<file path="config.mk">
export PLATFORM = sky130hd
export DESIGN_NAME = cache_flush_ctrl
export DESIGN_NICKNAME = d
export VERILOG_FILES = /design/src/rtl/cache_pkg.sv /design/src/rtl/cache_flush_ctrl.sv
export SDC_FILE = /design/constraint.sdc
export NUM_CORES = 1
export LEC_CHECK = 0
export ABC_AREA = 1
export BUFFER_PORTS_ARGS = -buffer_cell sky130_fd_sc_hd__buf_4
export CAP_MARGIN = 20
export CORE_MARGIN = 4
export CORE_UTILIZATION = 35
export DETAILED_ROUTE_END_ITERATION = 6
export PLACE_DENSITY = 0.59
export SYNTH_ARGS = -nofsm -noshare
export SYNTH_HDL_FRONTEND = slang
export SYNTH_SLANG_ARGS = --single-unit
</file>
<file path="constraint.sdc">
create_clock -name clk -period 2.8 [get_ports clk]
set_clock_uncertainty 0.15 [all_clocks]
set_input_delay 0.14 -clock clk [delete_from_list [all_inputs] [get_ports clk]]
set_output_delay 0.14 -clock clk [all_outputs]
set_load 0.005 [all_outputs]
</file>
<file path="src/rtl/cache_pkg.sv">
// Shared types and defaults for the data-cache flush path.
// Holds the flush FSM encoding and the CSR address that raises a flush.
package cache_pkg;

    localparam int NUM_SETS_DEF   = 64;
    localparam int LINE_BYTES_DEF = 64;
    localparam int ADDR_WIDTH_DEF = 32;

    localparam logic [11:0] CSR_FLUSH_CACHE = 12'h7C0;

    typedef enum logic [2:0] {
        IDLE,
        READ,
        CHECK,
        WB_REQ,
        WB_WAIT,
        INVAL,
        DONE,
        RELEASE
    } flush_state_t;

endpackage

</file>
<file path="src/rtl/cache_flush_ctrl.sv">
// Walks every data-cache set on a CSR flush request, writing back dirty
// lines and invalidating each set while holding the core stalled.
module cache_flush_ctrl
    import cache_pkg::*;
#(
    parameter  int NUM_SETS   = NUM_SETS_DEF,
    parameter  int ADDR_WIDTH = ADDR_WIDTH_DEF,
    parameter  int LINE_BYTES = LINE_BYTES_DEF,
    localparam int IDX_W      = $clog2(NUM_SETS),
    localparam int OFF_W      = $clog2(LINE_BYTES),
    localparam int TAG_W      = ADDR_WIDTH - IDX_W - OFF_W
) (
    input  logic                  clk,
    input  logic                  rst_n,
    input  logic                  flush_req_i,
    output logic [IDX_W-1:0]      meta_idx_o,
    input  logic                  meta_valid_i,
    input  logic                  meta_dirty_i,
    input  logic [TAG_W-1:0]      meta_tag_i,
    output logic                  wb_valid_o,
    input  logic                  wb_ready_i,
    output logic [ADDR_WIDTH-1:0] wb_addr_o,
    input  logic                  wb_done_i,
    output logic                  inv_we_o,
    output logic [IDX_W-1:0]      inv_idx_o,
    output logic                  stall_o,
    output logic                  flush_done_o,
    output logic                  csr_clear_o
);

    flush_state_t          state_q, state_d;
    logic [IDX_W-1:0]      idx_q, idx_d;
    logic [ADDR_WIDTH-1:0] addr_q, addr_d;
    logic                  last_set;

    assign last_set = (idx_q == IDX_W'(NUM_SETS - 1));

    always_ff @(posedge clk) begin
        if (!rst_n) begin
            state_q <= IDLE;
            idx_q   <= '0;
            addr_q  <= '0;
        end else begin
            state_q <= state_d;
            idx_q   <= idx_d;
            addr_q  <= addr_d;
        end
    end

    always_comb begin
        state_d = state_q;
        unique case (state_q)
            IDLE:    if (flush_req_i) state_d = READ;
            READ:    state_d = CHECK;
            CHECK:   state_d = (meta_valid_i && meta_dirty_i) ? WB_REQ : INVAL;
            WB_REQ:  if (wb_ready_i) state_d = WB_WAIT;
            WB_WAIT: if (wb_done_i) state_d = INVAL;
            INVAL:   state_d = last_set ? DONE : READ;
            DONE:    state_d = RELEASE;
            // Hold here until the CSR bit is seen low, so a stale
            // request level cannot start a second walk.
            RELEASE: if (!flush_req_i) state_d = IDLE;
            default: state_d = IDLE;
        endcase
    end

    always_comb begin
        idx_d  = idx_q;
        addr_d = addr_q;
        if (state_q == IDLE && flush_req_i) begin
            idx_d = '0;
        end
        if (state_q == INVAL && !last_set) begin
            idx_d = idx_q + IDX_W'(1);
        end
        if (state_q == CHECK) begin
            addr_d = {meta_tag_i, idx_q, {OFF_W{1'b0}}};
        end
    end

    always_comb begin
        meta_idx_o   = '0;
        wb_valid_o   = 1'b0;
        wb_addr_o    = addr_q;
        inv_we_o     = 1'b0;
        inv_idx_o    = '0;
        flush_done_o = 1'b0;
        csr_clear_o  = 1'b0;
        stall_o      = 1'b1;
        unique case (state_q)
            IDLE:    stall_o = flush_req_i;
            READ:    meta_idx_o = idx_q;
            WB_REQ:  wb_valid_o = 1'b1;
            INVAL: begin
                inv_we_o  = 1'b1;
                inv_idx_o = idx_q;
            end
            DONE: begin
                flush_done_o = 1'b1;
                csr_clear_o  = 1'b1;
            end
            RELEASE: stall_o = 1'b0;
            default: ;
        endcase
    end

endmodule

</file>
# == Word-level counts from Yosys, hierarchy flattened ==
# Cells that the tools add are included.
# word_totals
reg_bits,35
inputBits,27
output_inout_bits,49
wordCells,38
# op_classes
add_sub_neg,1
eq_ne,12
muxes,15
reduce_logical,7
# op_table
cell,n
$mux W6,4
$pmux W3 S8,1
$mux W3,6
$eq A3 B3 Y1 const B,4
$ne A2 B2 Y1 const B,4
$add A6 B1 Y6 const B,1
$eq A3 B2 Y1 const B,2
$eq A6 B6 Y1 const B,1
$reduce_and A4 Y1,1
$eq A3 B1 Y1 const B,1
$logic_and A1 B1 Y1,3
$logic_not A3 Y1,1
$mux W1,3
$pmux W1 S2,1
$reduce_bool A2 Y1,1
$logic_not A1 Y1,1

# == Logic depth before layout (Yosys ltp) ==
# Gate-level depths: netlist (run 1).
# depth
depth_word,4
depth_mapped,8
depth_no_buf,8

# == Worst setup path before layout (run 1) ==
# No wires, ideal clock.
# synth_path
path_type,reg-to-reg
startpoint,reg idx_q[0]
endpoint,reg idx_q[5]
setup_time_ns,0.066
arrival_time_ns,1.197
required_ns,2.584
setup_slack_ns,1.387
stages_incl_launch_ff,8
cell_sequence,dfxtp_1 > ha_1 > nand3_2 > nor2_4 > nor2_4 > nor2_4 > nand2_1 > a21oi_2
# synth_between
elab_chain_len,4
elab_cells_between_ends,6
# synth_lines
element,line_no,rtl
from (decl),cache_flush_ctrl.sv:32,"logic [IDX_W-1:0] idx_q, idx_d;"
from (signal assigned),cache_flush_ctrl.sv:45,idx_q <= idx_d;
"parallel branches: the longest is 4 deep, another holds $add A6 B1 Y6",--,
# Parallel ways; which one is timed is not known.
# A chain may end at the register's enable or synchronous reset.

# == Worst setup path in the final report (run 1) ==
# layout_path
startpoint,reg state_q[0]
endpoint,reg state_q[1]
# layout_between
elab_chain_len,3
elab_cells_between_ends,14
# layout_lines
element,line_no,rtl
from (decl),cache_flush_ctrl.sv:31,"flush_state_t state_q, state_d;"
from (signal assigned),cache_flush_ctrl.sv:44,state_q <= state_d;
"$eq A3 B3 Y1, or another cell as far along",cache_flush_ctrl.sv:52,unique case (state_q)
$ne A2 B2 Y1 (no source line),--,
$reduce_and A4 Y1 (no source line),--,
# Parallel ways exist; a longest one is shown, timed or not.

==> flow_summary.ini, run 1 <==
[logic_synthesis]
synth_cell_types = 27
ys_ff_latch = 35
synthCells = 222
synth_edf_count = 0
yosysWarningCount = 0
synthArstFlopShare_pct = 0
synth_area_mm2 = 0.001662
synthFlopType = dfxtp_1
syn_area_per_cell_um2 = 7.485
synth-seq-area-share_pct = 42.17

[pwr]
p_sw_w = 0.0003892
p_seq_share_pct = 46.9
sw_frac_of_total_pct = 30.17
power.density_mw_per_mm2 = 541.7
leakage_nw = 1.030
power_frac_comb_pct = 25.8
worst_ir_drop_vdd_v = 0.0002670
p_int_w = 0.0009007
p_clk_share_pct = 27.3

[worst_hold_path]
hold_class = in -> reg

[sta]
rsz0062_at_grt = no
slew_violations = 0
fin_crit_sh_pct = 62.65
worst_pin_slew_ps = 500.4
max_freq_mhz = 570.1
hold_violations = 0
min_period_ps = 1754
setup_viol = 0
max-slew-margin-rel_pct = 66.64
fin_tns_setup_ps = 0

[finish]
diodes = 0
utilization_pct = 53.22
layout-drive-gt1-share_pct = 31.79
layout_common_cells = buf_4 (69), inv_1 (38), dfxtp_1 (35), a21oi_1 (33), o21ai_0 (32)
syn_to_final_growth_pct = 43.30
fin_nets = 329
final_cell_area_mm2 = 0.002381
mostFrequentLayoutCell = buf_4

[worst_setup_path]
crit_type = reg -> reg
critPathArrivalTime_ps = 1780
critPathLaunchType = flop
cp.required_ps = 2820
crit_fanout = 54
critPathCaptureType = flop

[clock_network]
clk_latency_ps = 280
postCtsSetupBuffers = 0
cts_max_level = 2
cts-resized-gates = 0
cts_buffers = 5
root_buffer = clkbuf_8
cts_tree = yes
clock-sinks = 35
clockBufferDepth = 2
postCtsHoldBufs = 14
clk_pin_slew_ps = 70

[floorplanning]
die_w_um = 76.90
ios = 76
start_util_pct = 37.14
row_count = 24
die_y_um = 76.90
core_area_mm2 = 0.004474
die_area_mm2 = 0.005914

[route]
drtIter0Drc = 71
routed_wl_mm = 4.124
drc = 0
drtAntennaViolNets = 0
num_vias = 1609
via_per_inst = 4.545
first_pass_iters = 4
wire_per_inst_um = 11.65

[global_route]
grt_pass1_wl_mm = 6.927
antenna_found_initial = 0
grt_max_degree = 55
grt-ovfl-total = 0
track_usage_pct = 14.09
grt_pass1_vias = 1549

[run_status]
outcome = complete, no violations

[place]
place.gp.congestion = 0.7783
placed_area_mm2 = 0.002156
io_buffers = 69
post-dp-hpwl_mm = 2.858

[job]
cap_violations = 0
## cell usage after synthesis (2+ instances only)
master   number  area [um2]
a21oi_1      33       165.2
a21oi_2       2       17.52
buf_1         2       7.510
buf_2         2       10.01
buf_4        10       75.07
dfxtp_1      35       700.7
inv_1        38       142.6
inv_2         5       18.77
nand2_1      19       71.32
nand3_1       3       15.01
nand3_2       3       30.03
nand3_4       2       35.03
nand4_1       2       12.51
nor2_1       20       75.07
nor2_4        3       33.78
o21ai_0      32       160.2
## layout make-up
class / instances / area, um2
fill: 436 / 2093
timing repair buffer: 83 / 658.1
multi-input combinational: 133 / 710.7
inverter: 43 / 161.4
tap: 52 / 65.06
sequential: 35 / 700.7
clock inverter: 2 / 12.51
clock buffer: 6 / 72.57
## metrics by stage
stage	hold slack [ps]	cells	total power (W)	setup WS (ps)
after floorplan	163.8	227	0.0008052	1387
after CTS	0.8413	354	0.001310	1029
after detailed placement	264.2	332	0.0009360	1047
after global placement	263.1	332	0.0009325	1088
final	2.283	354	0.001290	1046
after global routing	15.14	354	0.001383	891.7
## sequential cells by signal, summed over array words and instances (netlist names)
signal / cells
state_q: 3
wb_addr_o: 26
idx_q: 6
## worst paths after layout
| path | startpoint | to | slack (ps) | depth (start not counted) |
|---|---|---|---|---|
| setup / recovery | state_q[0]$_SDFFE_PN0P_ | state_q[1]$_SDFFE_PN0P_ | 1050 | 5 |
| hold / removal | meta_tag_i[3] | wb_addr_o[15]$_SDFFE_PN0N_ | 2 | 3 |
| setup reg to reg | state_q[0]$_SDFFE_PN0P_ | state_q[1]$_SDFFE_PN0P_ | 1050 | 5 |
| hold reg to reg | wb_addr_o[12]$_SDFFE_PN0N_ | wb_addr_o[12]$_SDFFE_PN0N_ | 290 | 2 |
## worst max-delay path: stages, from the launching register on
cell	delay (ps)
dfxtp_1	540
inv_1	150
nand3_4	410
o21ai_0	180
nor3b_2	170
nor2_1	50
## power groups by stage
stage	Sequential (W)	Clock (W)	Combinational, W
after floorplan	0.000612	0	0.000194
after CTS	0.000605	0.000368	0.000336
after global placement	0.000616	0	0.000316
after detailed placement	0.000617	0	0.000319
final	0.000605	0.000352	0.000333
after global routing	0.000612	0.000393	0.000377
## layer usage
metal | track usage (%) | share of wire [%]
met1 | 17.64 | 46
met2 | 23.17 | 47
met3 | 4.215 | 7.1
met4 | 4.348 | 0.46
met5 | 0 | 0
## logic make-up after synthesis
kind of cell | after synthesis | share of synthesized area (%)
compound gates | 70 | 22.06
fa+ha+maj | 1 | 0.7529
buf+inv | 59 | 16.19
flops | 35 | 42.17
other cells | 1 | 0.2257
simple gates | 56 | 18.60
(Power assumes the default switching activity.)
==> run 2, diff against run 1 <==
==> constraint.sdc (replaced) <==
create_clock -name clk -period 1.7 [get_ports clk]
set_clock_uncertainty 0.15 [all_clocks]
set_input_delay 0.085 -clock clk [delete_from_list [all_inputs] [get_ports clk]]
set_output_delay 0.085 -clock clk [all_outputs]
set_load 0.005 [all_outputs]
==> run 2 against run 1 <==
Net effect: sequential share of layout area down 1.3 points; routed wire length fell by 0.82%; clock power grew 83%; sequential cell count is the same; power up 73%; sequential power is 65% higher; hold slack improved by 14 ps; worst setup slack lost 970 ps; register-to-register slack worse by 920 ps.
==> flow_summary.ini, run 2 (synthesis results as in run 1) <==
[clock_network]
cts_max_level = 2
clk_latency_ps = 280
postCtsSetupBuffers = 0
clockBufferDepth = 2
root_buffer = clkbuf_8
cts_buffers = 5
clock-sinks = 35
clk_pin_slew_ps = 70
cts_tree = yes

[place]
post-dp-hpwl_mm = 2.940
place.gp.congestion = 0.8056
dp_slack_ps = 148.1
io_buffers = 69
dp_cells = 335

[finish]
n_fill_cell = 430
syn_to_final_growth_pct = 50.00
diodes = 0
layout-drive-gt1-share_pct = 32.15
mostFrequentLayoutCell = buf_4
fin_nets = 338
largest_reg_flops = 26
layout_common_cells = buf_4 (71), inv_1 (38), dfxtp_1 (34), a21oi_1 (33), o21ai_0 (32)
stdcell_count = 363

[worst_setup_path]
crit_slowest_cell = dfxtp_1
cp.required_ps = 1460
critPathArrivalTime_ps = 1390
crit_chain = inv_2 > o31a_2 > buf_4
critPathCaptureType = output pin
crit_fanout = 7
critPathLaunchType = flop
cpPeakStageDelay_ps = 470
worst-path-buf-inv = 2
crit_type = reg -> out
crit_family = flip-flops

[route]
wire_per_inst_um = 11.27
drtAntennaViolNets = 0
num_vias = 1641
routed_wl_mm = 4.090
via_per_inst = 4.521
first_pass_iters = 4
drc = 0
drtIter0Drc = 21

[global_route]
grt-ovfl-total = 0
grt_pass1_wl_mm = 6.996
grt_max_degree = 33
grt_pass1_vias = 1551
antenna_found_initial = 0
track_usage_pct = 14.67

[sta]
fin_tns_setup_ps = 0
setup_viol = 0
fin_crit_sh_pct = 95.49
hold_violations = 0
postLayoutSetupSlackWorst_ps = 76.62
max_freq_mhz = 616.0
min_period_ps = 1623
hold_ws_ps = 16.53
rsz0062_at_grt = no
slew_violations = 0

[worst_hold_path]
hold_class = in -> reg

[run_status]
outcome = complete, no violations

[floorplanning]
die_y_um = 76.90
start_util_pct = 37.14
ios = 76
die_w_um = 76.90
row_count = 24
core_area_mm2 = 0.004474
die_area_mm2 = 0.005914

[pwr]
worst_ir_drop_vdd_v = 0.0004985
leakage_nw = 1.086
power.density_mw_per_mm2 = 892.8

[job]
cap_violations = 0
[run 2: changes by cell type in the layout (fill, tap and decap cells not counted)]
cell           before  now
buf_12              0    1
buf_4              69   71
clkbuf_8            5    7
clkinv_2            1    0
clkinvlp_4          1    0
dfxtp_1            35   34
dfxtp_2             0    1
dlygate4sd3_1      14   20
[run 2: final timing paths]
path | startpoint | end | slack [ps] | cells past startpoint
hold / removal | wb_ready_i | state_q[0]$_SDFFE_PN0P_ | 20 | 4
setup / recovery | state_q[2]$_SDFFE_PN0P_ | stall_o | 80 | 3
hold reg to reg | wb_addr_o[16]$_SDFFE_PN0N_ | wb_addr_o[16]$_SDFFE_PN0N_ | 290 | 2
setup reg to reg | idx_q[1]$_SDFFE_PN0P_ | idx_q[5]$_SDFFE_PN0P_ | 130 | 7
[run 2: metal layers]
metal	part of all wire, %	global-route usage (%)	up-vias
met5	0	0	-
met4	1.6	5.978	0
met3	7.2	5.386	7
met2	45	24.39	51
met1	46	16.96	709
li1	-	-	874
[run 2: tightest hold or removal path, stage by stage]
cell and delay, ps:
buf_4 80, o21ai_2 80, a21oi_1 120, nor2_1 40
[run 2: final cells by class]
class,count,area [um2],area share (%)
multi-input combinational,133,710.7,28.51
timing repair buffer,92,753.2,30.22
sequential,35,701.9,28.16
clock buffer,8,100.1,4.016
tap,52,65.06,2.610
inverter,43,161.4,6.476
[run 2: through the flow]
stage	area [um2]	power, W	utilization [%]
3_5_place_dp	2191	0.001565	48.97
6_report	2492	0.002225	55.70
5_1_grt	2492	0.002382	55.70
2_1_floorplan	1680	0.001326	-
3_3_place_gp	2191	0.001560	48.97
4_1_cts	2491	0.002260	55.68
[run 2: what timing repair did]
item / 4_1_cts / 5_1_grt
endpoints found under the setup margin: 0 / 1
endpoints found under the hold margin: 20 / 0
gates resized for setup: 0 / 1
hold buffers: 20 / 0
[run 2: power breakdown]
group          leakage [nW]  switching (W)  internal (W)
clock                0.0515       0.000276      0.000369
sequential            0.285      0.0000723      0.000924
combinational         0.750       0.000280      0.000303
total                  1.09       0.000629       0.00160
